===== config.mk =====
export PLATFORM = sky130hd
export DESIGN_NAME = latch_bank_hold_sync
export DESIGN_NICKNAME = d
export VERILOG_FILES = /design/src/rtl/latch_bank_hold_sync.sv
export SDC_FILE = /design/constraint.sdc
export NUM_CORES = 1
export LEC_CHECK = 0
export CAP_MARGIN = 20
export CORE_MARGIN = 1.5
export CORE_UTILIZATION = 44
export CTS_BUF_LIST = sky130_fd_sc_hd__clkbuf_2 sky130_fd_sc_hd__clkbuf_4 sky130_fd_sc_hd__clkbuf_8
export DETAILED_ROUTE_END_ITERATION = 7
export PLACE_DENSITY = 0.85
export SLEW_MARGIN = 0
export SYNTH_ARGS = -nofsm -noshare
export SYNTH_HDL_FRONTEND = slang
export SYNTH_SLANG_ARGS = --single-unit

===== constraint.sdc =====
create_clock -name CLK -period 1.5 [get_ports CLK]
set_input_delay 0.3 -clock CLK [delete_from_list [all_inputs] [get_ports CLK]]
set_output_delay 0.3 -clock CLK [all_outputs]
set_load 0.03 [all_outputs]

===== src/rtl/latch_bank_hold_sync.sv =====
// Bank of CHANNELS independent WIDTH-bit enable-capture registers, each with a hold-off window.
// Latency: Q shows captured data 1 cycle after acceptance (0 cycles when TRANSPARENT=1).
// Backpressure: none; E is dropped while FREEZE is set or the channel is HELD.
module latch_bank_hold_sync #(
    parameter int WIDTH       = 8,
    parameter int CHANNELS    = 4,
    parameter int HOLD_CYCLES = 2,
    parameter int TRANSPARENT = 0
) (
    input  logic                      CLK,
    input  logic                      RST,
    input  logic [CHANNELS-1:0]       E,
    input  logic [CHANNELS*WIDTH-1:0] D,
    input  logic                      FREEZE,
    output logic [CHANNELS*WIDTH-1:0] Q,
    output logic [CHANNELS-1:0]       VALID,
    output logic [CHANNELS-1:0]       LOCKED
);

    localparam int CNT_W     = (HOLD_CYCLES > 0) ? $clog2(HOLD_CYCLES + 1) : 1;
    localparam int HOLD_INIT = (HOLD_CYCLES > 0) ? HOLD_CYCLES - 1 : 0;

    typedef enum logic {
        OPEN = 1'b0,
        HELD = 1'b1
    } state_t;

    for (genvar i = 0; i < CHANNELS; i++) begin : g_ch
        state_t             state_q;
        logic [CNT_W-1:0]   cnt_q;
        logic [WIDTH-1:0]   data_q;
        logic               valid_q;
        logic               acc;

        // RST is folded into acc so a transparent Q cannot leak D during reset.
        assign acc = E[i] & ~FREEZE & (state_q == OPEN) & ~RST;

        always_ff @(posedge CLK) begin
            if (RST) begin
                state_q <= OPEN;
                cnt_q   <= '0;
                data_q  <= '0;
                valid_q <= 1'b0;
            end else begin
                case (state_q)
                    OPEN: begin
                        if (acc) begin
                            data_q  <= D[i*WIDTH +: WIDTH];
                            valid_q <= 1'b1;
                            if (HOLD_CYCLES > 0) begin
                                state_q <= HELD;
                                cnt_q   <= CNT_W'(HOLD_INIT);
                            end
                        end
                    end
                    HELD: begin
                        // Counter keeps running under FREEZE; only acceptance is inhibited.
                        if (cnt_q == '0) begin
                            state_q <= OPEN;
                        end else begin
                            cnt_q <= cnt_q - CNT_W'(1);
                        end
                    end
                    default: state_q <= OPEN;
                endcase
            end
        end

        assign Q[i*WIDTH +: WIDTH] = ((TRANSPARENT != 0) && acc) ? D[i*WIDTH +: WIDTH] : data_q;
        assign VALID[i]            = valid_q;
        assign LOCKED[i]           = (state_q == HELD);
    end

endmodule

==> flow_summary_export.csv, run 1 <==
group,metric,value,unit
outcome,status,"finished clean",
logic_synthesis,ys_seq_area_share,51.44,%
grt,use_met1,19.36,%
floorplanning,die_area,0.004645,sq mm
logic_synthesis,yosysWarnings,0,
timing,skew,0.004997,ns
critical_path,arrival,1.60,ns
logic_synthesis,syn_nets,261,
timing,drv_slew,0,
run,drv_cap,0,
cts,cts_sinks,48,
cts,cts-htree-levels,2,
timing,max_clock_freq,700.0,MHz
place,dpl-instance-area,0.002744,sq mm
floorplanning,die_h,68.16,um
logic_synthesis,syn_avg_cell_area,8.569,sq um
place,portBuffers,78,
final_layout,mostFrequentLayoutCell,"nand2_1",
grt,grt-ovfl-total,0,
min_path,min-delay-start,"g_ch[3].valid_q$_SDFFE_PP0P_",
timing,fin_crit,1.428,ns
final_layout,final_cell_mix,"nand2_1 (68), dfxtp_1 (48), dlygate4sd2_1 (40)",
routing,drtIter0Drc,79,
timing,finalSetupViolCount,0,
grt,busiest_layer,"met2",
routing,vias,1640,
critical_path,end_kind,"flip-flop",
logic_synthesis,ys_seq_elements,48,
logic_synthesis,synth_top_area_share,51.44,%
grt,grt_max_degree,21,
critical_path,r2r_cells,5,
min_path,hold_path.class,"reg -> reg",
place,gp_congestion,0.7470,
timing,post-route-period-util,95.23,%
critical_path,critPathMaxFanout,15,
grt,grt_pass1_wl,6230,um
final_layout,fillCellCount,321,
logic_synthesis,synthTopCellsByArea,"dfxtp_1 (51%), nand2_1 (14%), o21ai_0 (8.6%)",
floorplanning,die_w,68.16,um
power,leakage,1.253,nW
power,p_total,2.643,mW
critical_path,rrSetupSlack,0.20,ns
critical_path,crit_type,"in -> reg",
final_layout,stdcell_area,0.002808,sq mm
timing,fin_ws,0.07152,ns
cts,clk_latency,0.29,ns
final_layout,diodes,0,
logic_synthesis,yosysTopAreaCell,"dfxtp_1",
critical_path,worst_ep_required_time,1.67,ns
grt,grt_usage,18.28,%
routing,drtAntennaViolNets,0,
grt,met2_usage,33.62,%
floorplanning,num_io_pins,79,
timing,rsz0062_at_grt,"true",
routing,routedWlPerCell,11.61,um
grt,antenna_found_initial,0,
min_path,hold_depth,1,
timing,hold_viol,0,
cts,cts_buffer_depth,2,
power,ir_drop,694.1,uV
routing,drc,0,
logic_synthesis,synth_cell_types,19,
logic_synthesis,synth.cell_area,0.001868,sq mm
final_layout,area_delta_synth_final,50.30,%
cts,cts_root_buf,"clkbuf_8",
critical_path,start_kind,"primary input",
routing,viasPerCell,4.659,
cts,cts_tree,"done",
place,dp_slack,-0.2639,ns
grt,grt_pass1_vias,1464,
floorplanning,rows,23,
logic_synthesis,syn_inst,218,
final_layout,drive_gt1_share,11.26,%
routing,routed_wl,4086,um
timing,worst_pin_slew,0.3728,ns
grt,gr-usage-met3,5.263,%
floorplanning,design.core.area,0.004029,sq mm
critical_path,r2r_end,"g_ch[3].cnt_q[0]$_SDFFE_PP0P_",
floorplanning,initial_utilization,46.37,%
cts,cts_buffers,5,
cts,path_clk_slew,0.08,ns
critical_path,timing.rr.start,"g_ch[3].cnt_q[0]$_SDFFE_PP0P_",
power,power_density,941.2,mW/mm^2
min_path,holdPathEnd,"g_ch[3].valid_q$_SDFFE_PP0P_",
final_layout,fin_nets,344,
timing,slew_headroom,75.10,%
place,hpwl,3073,um
cts,hold_buffers,0,
routing,dr.pass1.iters,4,
-- cells in the mapped netlist --
library cell	instances
nor2b_1	4
nor4b_4	2
a211oi_1	2
o41ai_1	4
nor4b_2	2
a211oi_2	2
ha_1	4
buf_6	1
buf_4	10
nor3_1	4
dfxtp_1	48
o21ai_0	32
nand2_1	68
inv_1	8
a21o_1	4
inv_2	1
buf_2	9
nor2_1	12
clkbuf_1	1
-- state kept, by name (all words and copies together) (netlist names) --
register and flops:
g_ch.data_q 32, g_ch.valid_q 4, g_ch.cnt_q 8, g_ch.state_q 4
-- cell families (layout without fill, tap and decap cells) --
group	count (synthesis)	after routing	share of synthesized area (%)
AND/OR/NAND/NOR	92	92	22.64
flip-flops	48	48	51.44
AO/OA/AOI/OAI	44	44	14.20
buffers and inverters	30	114	9.042
adder cells (fa/ha/maj)	4	4	2.679
-- report_power, final --
part | total, mW | switching (mW) | internal [mW]
clock network | 0.795 | 0.382 | 0.412
logic | 0.473 | 0.249 | 0.225
registers | 1.37 | 0.0345 | 1.34
-- metal layers --
layer,routed length [um],up-vias
li1,-,869
met1,1715,728
met2,2071,38
met3,228,5
met4,71,0
met5,0,-
-- repair_timing --
| item | in CTS | in global routing |
|---|---|---|
| buffers inserted | 0 | 0 |
| resized for setup | 40 | 3 |
| endpoints found under the setup margin | 40 | 14 |
| hold endpoints to repair | 0 | 0 |
-- worst max path at each step --
stage / end / slack [ns] / startpoint / cells past startpoint
after floorplan: g_ch[3].cnt_q[0]$_SDFFE_PP0P_ / 0.33 / RST / 5
after CTS: g_ch[3].data_q[4]$_SDFFE_PP0P_ / 0.04 / RST / 5
after global routing: g_ch[2].cnt_q[0]$_SDFFE_PP0P_ / -0.02 / FREEZE / 6
after detailed placement: g_ch[3].data_q[4]$_SDFFE_PP0P_ / -0.26 / RST / 5
final: g_ch[3].data_q[4]$_SDFFE_PP0P_ / 0.07 / RST / 5
after global placement: g_ch[3].data_q[4]$_SDFFE_PP0P_ / -0.20 / RST / 5
-- per-stage QoR --
stage | hold WS, ns | instances | setup TNS (ns) | utilization [%]
after detailed placement | 0.4397 | 344 | -8.775 | 68.11
after CTS | 0.4552 | 352 | 0 | 69.29
after global placement | 0.4331 | 344 | -7.349 | 68.11
after floorplan | 0.4086 | 218 | 0 | -
after global routing | 0.4770 | 352 | -0.01605 | 69.69
final | 0.4530 | 352 | 0 | 69.69
-- worst max-delay path, cell delays in order --
cell	delay (ns)
clkdlybuf4s50_1	0.45
buf_4	0.20
nor4b_4	0.34
buf_6	0.19
o21ai_0	0.11
-- cell type report --
type / instances / area, sq um / share of cell area [%]
inverters: 9 / 33.78 / 1.203
flip-flops and latches: 48 / 960.9 / 34.22
multi-input cells: 140 / 747.0 / 26.60
well taps: 50 / 62.56 / 2.228
clock buffers: 8 / 97.59 / 3.476
repair buffers: 97 / 905.9 / 32.26
Power figures use the tool's default switching activity.
==> run 2: changes to the inputs <==
CORE_UTILIZATION = 47   (was 44)
PLACE_DENSITY = 0.9   (was 0.85)
clock period = 1.8 ns   (was 1.5 ns; I/O delays follow)
==> flow_summary_export.csv, run 2 (synthesis gave the netlist of run 1 again) <==
group,metric,value,unit
outcome,status,"finished clean",
timing,fin_crit,1.752,ns
critical_path,worst_ep_required_time,1.44,ns
cts,cts_buffer_depth,2,
cts,cts_root_buf,"clkbuf_8",
run,drv_cap,0,
place,gp_congestion,0.7399,
cts,path_clk_slew,0.09,ns
final_layout,largest_reg_flops,32,
timing,worst_pin_slew,0.3670,ns
critical_path,crit_type,"reg -> out",
cts,cts_buffers,5,
floorplanning,die_area,0.004362,sq mm
final_layout,largest_registers,"g_ch.data_q x32, g_ch.cnt_q x8",
floorplanning,design.core.area,0.003744,sq mm
floorplanning,die_h,66.05,um
final_layout,fin_nets,338,
critical_path,start_kind,"flip-flop",
final_layout,top_register,"g_ch.data_q",
routing,drtAntennaViolNets,0,
grt,grt_pass1_vias,1578,
timing,rsz0062_at_grt,"false",
timing,finalSetupViolCount,0,
final_layout,area_delta_synth_final,49.77,%
critical_path,crit_family,"buffers and inverters",
timing,drv_slew,0,
floorplanning,num_io_pins,79,
critical_path,cp_num_buf_inv,1,
power,leakage,1.066,nW
grt,grt-ovfl-total,0,
critical_path,crit_cells,1,
grt,grt_max_degree,29,
timing,skew,0.005607,ns
critical_path,crit_path_max_incr_delay,0.70,ns
critical_path,end_kind,"primary output",
final_layout,diodes,0,
routing,viasPerCell,4.765,
routing,routedWlPerCell,11.99,um
timing,post-route-period-util,97.31,%
min_path,hold_depth,1,
power,ir_drop,541.8,uV
power,p_total,2.312,mW
routing,dr.pass1.iters,4,
timing,hold_viol,0,
cts,cts-htree-levels,2,
grt,grt_usage,20.61,%
critical_path,cpMaxStageDelayCell,"clkdlybuf4s50_1",
timing,max_clock_freq,570.9,MHz
routing,drc,0,
critical_path,critPathMaxFanout,3,
cts,cts_tree,"done",
cts,clk_latency,0.29,ns
cts,cts_sinks,48,
critical_path,crit_path_cell_trace,"clkdlybuf4s50_1",
timing,setup_tns,0,ns
power,power_density,826.5,mW/mm^2
place,hpwl,3154,um
floorplanning,rows,22,
grt,antenna_found_initial,0,
critical_path,r2r_cells,5,
routing,drtIter0Drc,75,
final_layout,mostFrequentLayoutCell,"clkdlybuf4s50_1",
timing,slew_headroom,75.48,%
final_layout,drive_gt1_share,9.459,%
routing,routed_wl,4125,um
floorplanning,die_w,66.05,um
final_layout,final_cell_mix,"clkdlybuf4s50_1 (77), nand2_1 (68), dfxtp_1 (48)",
grt,grt_pass1_wl,6927,um
routing,vias,1639,
min_path,hold_path.class,"reg -> reg",
place,portBuffers,78,
floorplanning,initial_utilization,49.90,%
critical_path,arrival,1.39,ns
==> run 2: metal layers <==
layer / GRT usage [%] / wire length [um]
met4: 8.673 / 74
met1: 24.57 / 1777
met2: 35.98 / 2058
met3: 4.089 / 214
met5: 0 / 0
==> run 2: path summary, 6_finish.rpt <==
kind | from | slack (ns) | end
worst min register to register | g_ch[0].valid_q$_SDFFE_PP0P_ | 0.46 | g_ch[0].valid_q$_SDFFE_PP0P_
worst max-delay path | g_ch[2].state_q$_SDFF_PP0_ | 0.05 | LOCKED[2]
worst min-delay path | g_ch[0].valid_q$_SDFFE_PP0P_ | 0.46 | g_ch[0].valid_q$_SDFFE_PP0P_
worst max register to register | g_ch[2].cnt_q[0]$_SDFFE_PP0P_ | 0.46 | g_ch[2].cnt_q[0]$_SDFFE_PP0P_
==> run 2: metrics by stage <==
stage	util (%)	hold slack, ns	instances	setup WS [ns]	cell area [sq um]
global placement	71.69	0.4325	336	-0.01575	2684
CTS	74.67	0.4623	344	0.01389	2795
global route	74.73	0.4876	344	0.0006036	2798
finish	74.73	0.4587	344	0.04834	2798
floorplan	-	0.4276	218	0.5697	1868
detailed placement	71.69	0.4449	336	-0.06872	2684
==> run 2: timing repair <==
item                                   CTS  global route
endpoints found under the hold margin    0             0
resized for setup                        0             1
setup endpoints to repair                0             1
buffers inserted                         0             0
hold buffers                             0             0
==> run 2: final cells by class <==
cell class | instances | area (sq um)
well taps | 48 | 60.06
multi-input cells | 140 | 738.2
fillers | 279 | 945.9
repair buffers | 91 | 893.4
clock buffers | 5 | 68.82
inverters | 9 | 33.78
flip-flops and latches | 48 | 960.9
clock inverters | 3 | 42.54
==> run 2: where the power goes <==
part	switching [mW]	total (mW)	internal (mW)
registers	0.0306	1.15	1.12
logic	0.204	0.413	0.209
clock network	0.340	0.751	0.411
==> run 3: changes to the inputs <==
CORE_UTILIZATION = 45   (was 47)
CTS_BUF_LIST = default   (was sky130_fd_sc_hd__clkbuf_2 sky130_fd_sc_hd__clkbuf_4 sky130_fd_sc_hd__clkbuf_8)
PLACE_DENSITY = 0.87   (was 0.9)
==> flow_summary_export.csv, run 3 (synthesis gave the netlist of run 1 again) <==
group,metric,value,unit
final_layout,multi_input_area,738.2,sq um
place,hpwl,3010,um
grt,grt_pass1_vias,1478,
timing,fin_ws,0.04465,ns
timing,fin_crit,1.755,ns
cts,cts-htree-levels,2,
cts,cts_buffers,5,
final_layout,fin_nets,340,
routing,vias,1605,
grt,grt-ovfl-total,0,
floorplanning,initial_utilization,46.70,%
grt,grt_pass1_wl,6341,um
routing,routed_wl,3920,um
critical_path,arrival,1.40,ns
floorplanning,die_w,67.43,um
final_layout,drive_gt1_share,9.396,%
timing,finalSetupViolCount,0,
power,power_density,783.2,mW/mm^2
final_layout,area_delta_synth_final,50.23,%
timing,skew,0.005755,ns
routing,routedWlPerCell,11.26,um
routing,viasPerCell,4.612,
critical_path,crit_family,"buffers and inverters",
power,p_total,2.198,mW
routing,drc,0,
place,portBuffers,78,
final_layout,fillCellCount,329,
critical_path,start_kind,"flip-flop",
critical_path,critPathMaxFanout,3,
cts,cts_tree,"done",
power,ir_drop,509.7,uV
routing,dr.pass1.iters,4,
power,leakage,1.071,nW
final_layout,largest_registers,"g_ch.data_q x32, g_ch.cnt_q x8",
timing,slew_headroom,76.63,%
critical_path,crit_path_max_incr_delay,0.70,ns
critical_path,crit_path_cell_trace,"clkdlybuf4s50_1",
place,dp_slack,-0.03730,ns
cts,cts_sinks,48,
critical_path,cpMaxStageDelayCell,"clkdlybuf4s50_1",
final_layout,top_register,"g_ch.data_q",
cts,path_clk_slew,0.08,ns
critical_path,end_kind,"primary output",
grt,antenna_found_initial,0,
routing,drtAntennaViolNets,0,
critical_path,cp_num_buf_inv,1,
final_layout,largest_reg_flops,32,
floorplanning,die_h,67.43,um
place,gp_congestion,0.7137,
min_path,hold_path.class,"reg -> reg",
floorplanning,num_io_pins,79,
cts,hold_buffers,0,
cts,cts_buffer_depth,2,
routing,drtIter0Drc,78,
timing,drv_slew,0,
run,drv_cap,0,
timing,worst_pin_slew,0.3498,ns
outcome,status,"finished clean",
final_layout,diodes,0,
critical_path,crit_type,"reg -> out",
floorplanning,design.core.area,0.004000,sq mm
timing,max_clock_freq,569.7,MHz
grt,grt_max_degree,29,
grt,grt_usage,18.71,%
timing,rsz0062_at_grt,"false",
floorplanning,rows,23,
timing,post-route-period-util,97.52,%
final_layout,mostFrequentLayoutCell,"clkdlybuf4s50_1",
final_layout,register_area,960.9,sq um
cts,cts_root_buf,"clkbuf_8",
critical_path,worst_ep_required_time,1.44,ns
floorplanning,die_area,0.004547,sq mm
timing,hold_viol,0,
cts,clk_latency,0.29,ns
final_layout,final_cell_mix,"clkdlybuf4s50_1 (77), nand2_1 (68), dfxtp_1 (48)",
## run 3: cell types whose count changed in the layout (fill, tap and decap cells not counted)
cell,before,now
clkinvlp_4,1,0
bufinv_16,1,0
clkbuf_8,5,6
buf_4,12,13
buf_12,1,2
clkbuf_1,0,2
clkinv_2,1,0
## run 3: power by group
part / switching, mW / internal, mW / leakage [nW]
clock: 0.320 / 0.313 / 0.0455
sequential: 0.0300 / 1.12 / 0.393
combinational: 0.203 / 0.214 / 0.633
## run 3: stage by stage
step | setup TNS, ns | cells | hold slack, ns | util [%] | area, sq um
6_report | 0 | 348 | 0.4580 | 70.16 | 2806
5_1_grt | 0 | 348 | 0.4817 | 70.16 | 2806
4_1_cts | 0 | 348 | 0.4607 | 70.10 | 2804
3_5_place_dp | -0.09171 | 340 | 0.4409 | 67.84 | 2714
3_3_place_gp | 0 | 340 | 0.4320 | 67.84 | 2714
2_1_floorplan | 0 | 218 | 0.4276 | - | 1868
## run 3: area by class of cell
class	count	area share, %
sequential	48	34.24
timing repair buffer	93	32.81
multi-input combinational	140	26.30
clock buffer	8	3.210
tap	50	2.229
inverter	9	1.204
## run 3: final timing paths
path                                                     from                             to  slack [ns]  depth (start not counted)
worst max-delay path               g_ch[3].state_q$_SDFF_PP0_                      LOCKED[3]        0.04                          1
worst min register to register   g_ch[3].valid_q$_SDFFE_PP0P_   g_ch[3].valid_q$_SDFFE_PP0P_        0.46                          1
worst min-delay path             g_ch[3].valid_q$_SDFFE_PP0P_   g_ch[3].valid_q$_SDFFE_PP0P_        0.46                          1
worst max register to register  g_ch[3].cnt_q[0]$_SDFFE_PP0P_  g_ch[3].cnt_q[0]$_SDFFE_PP0P_        0.50                          5
## run 3: layer usage
metal / part of all wire [%] / global-route usage, % / vias to the layer above
met5: 0 / 0 / -
met4: 1.7 / 7.653 / 0
met3: 6.1 / 5.500 / 6
met2: 48 / 32.80 / 44
met1: 44 / 21.18 / 695
li1: - / - / 860
## run 3: repair_timing
action	CTS	global route
endpoints found under the setup margin	0	1
buffers inserted	0	0
resized for setup	0	1
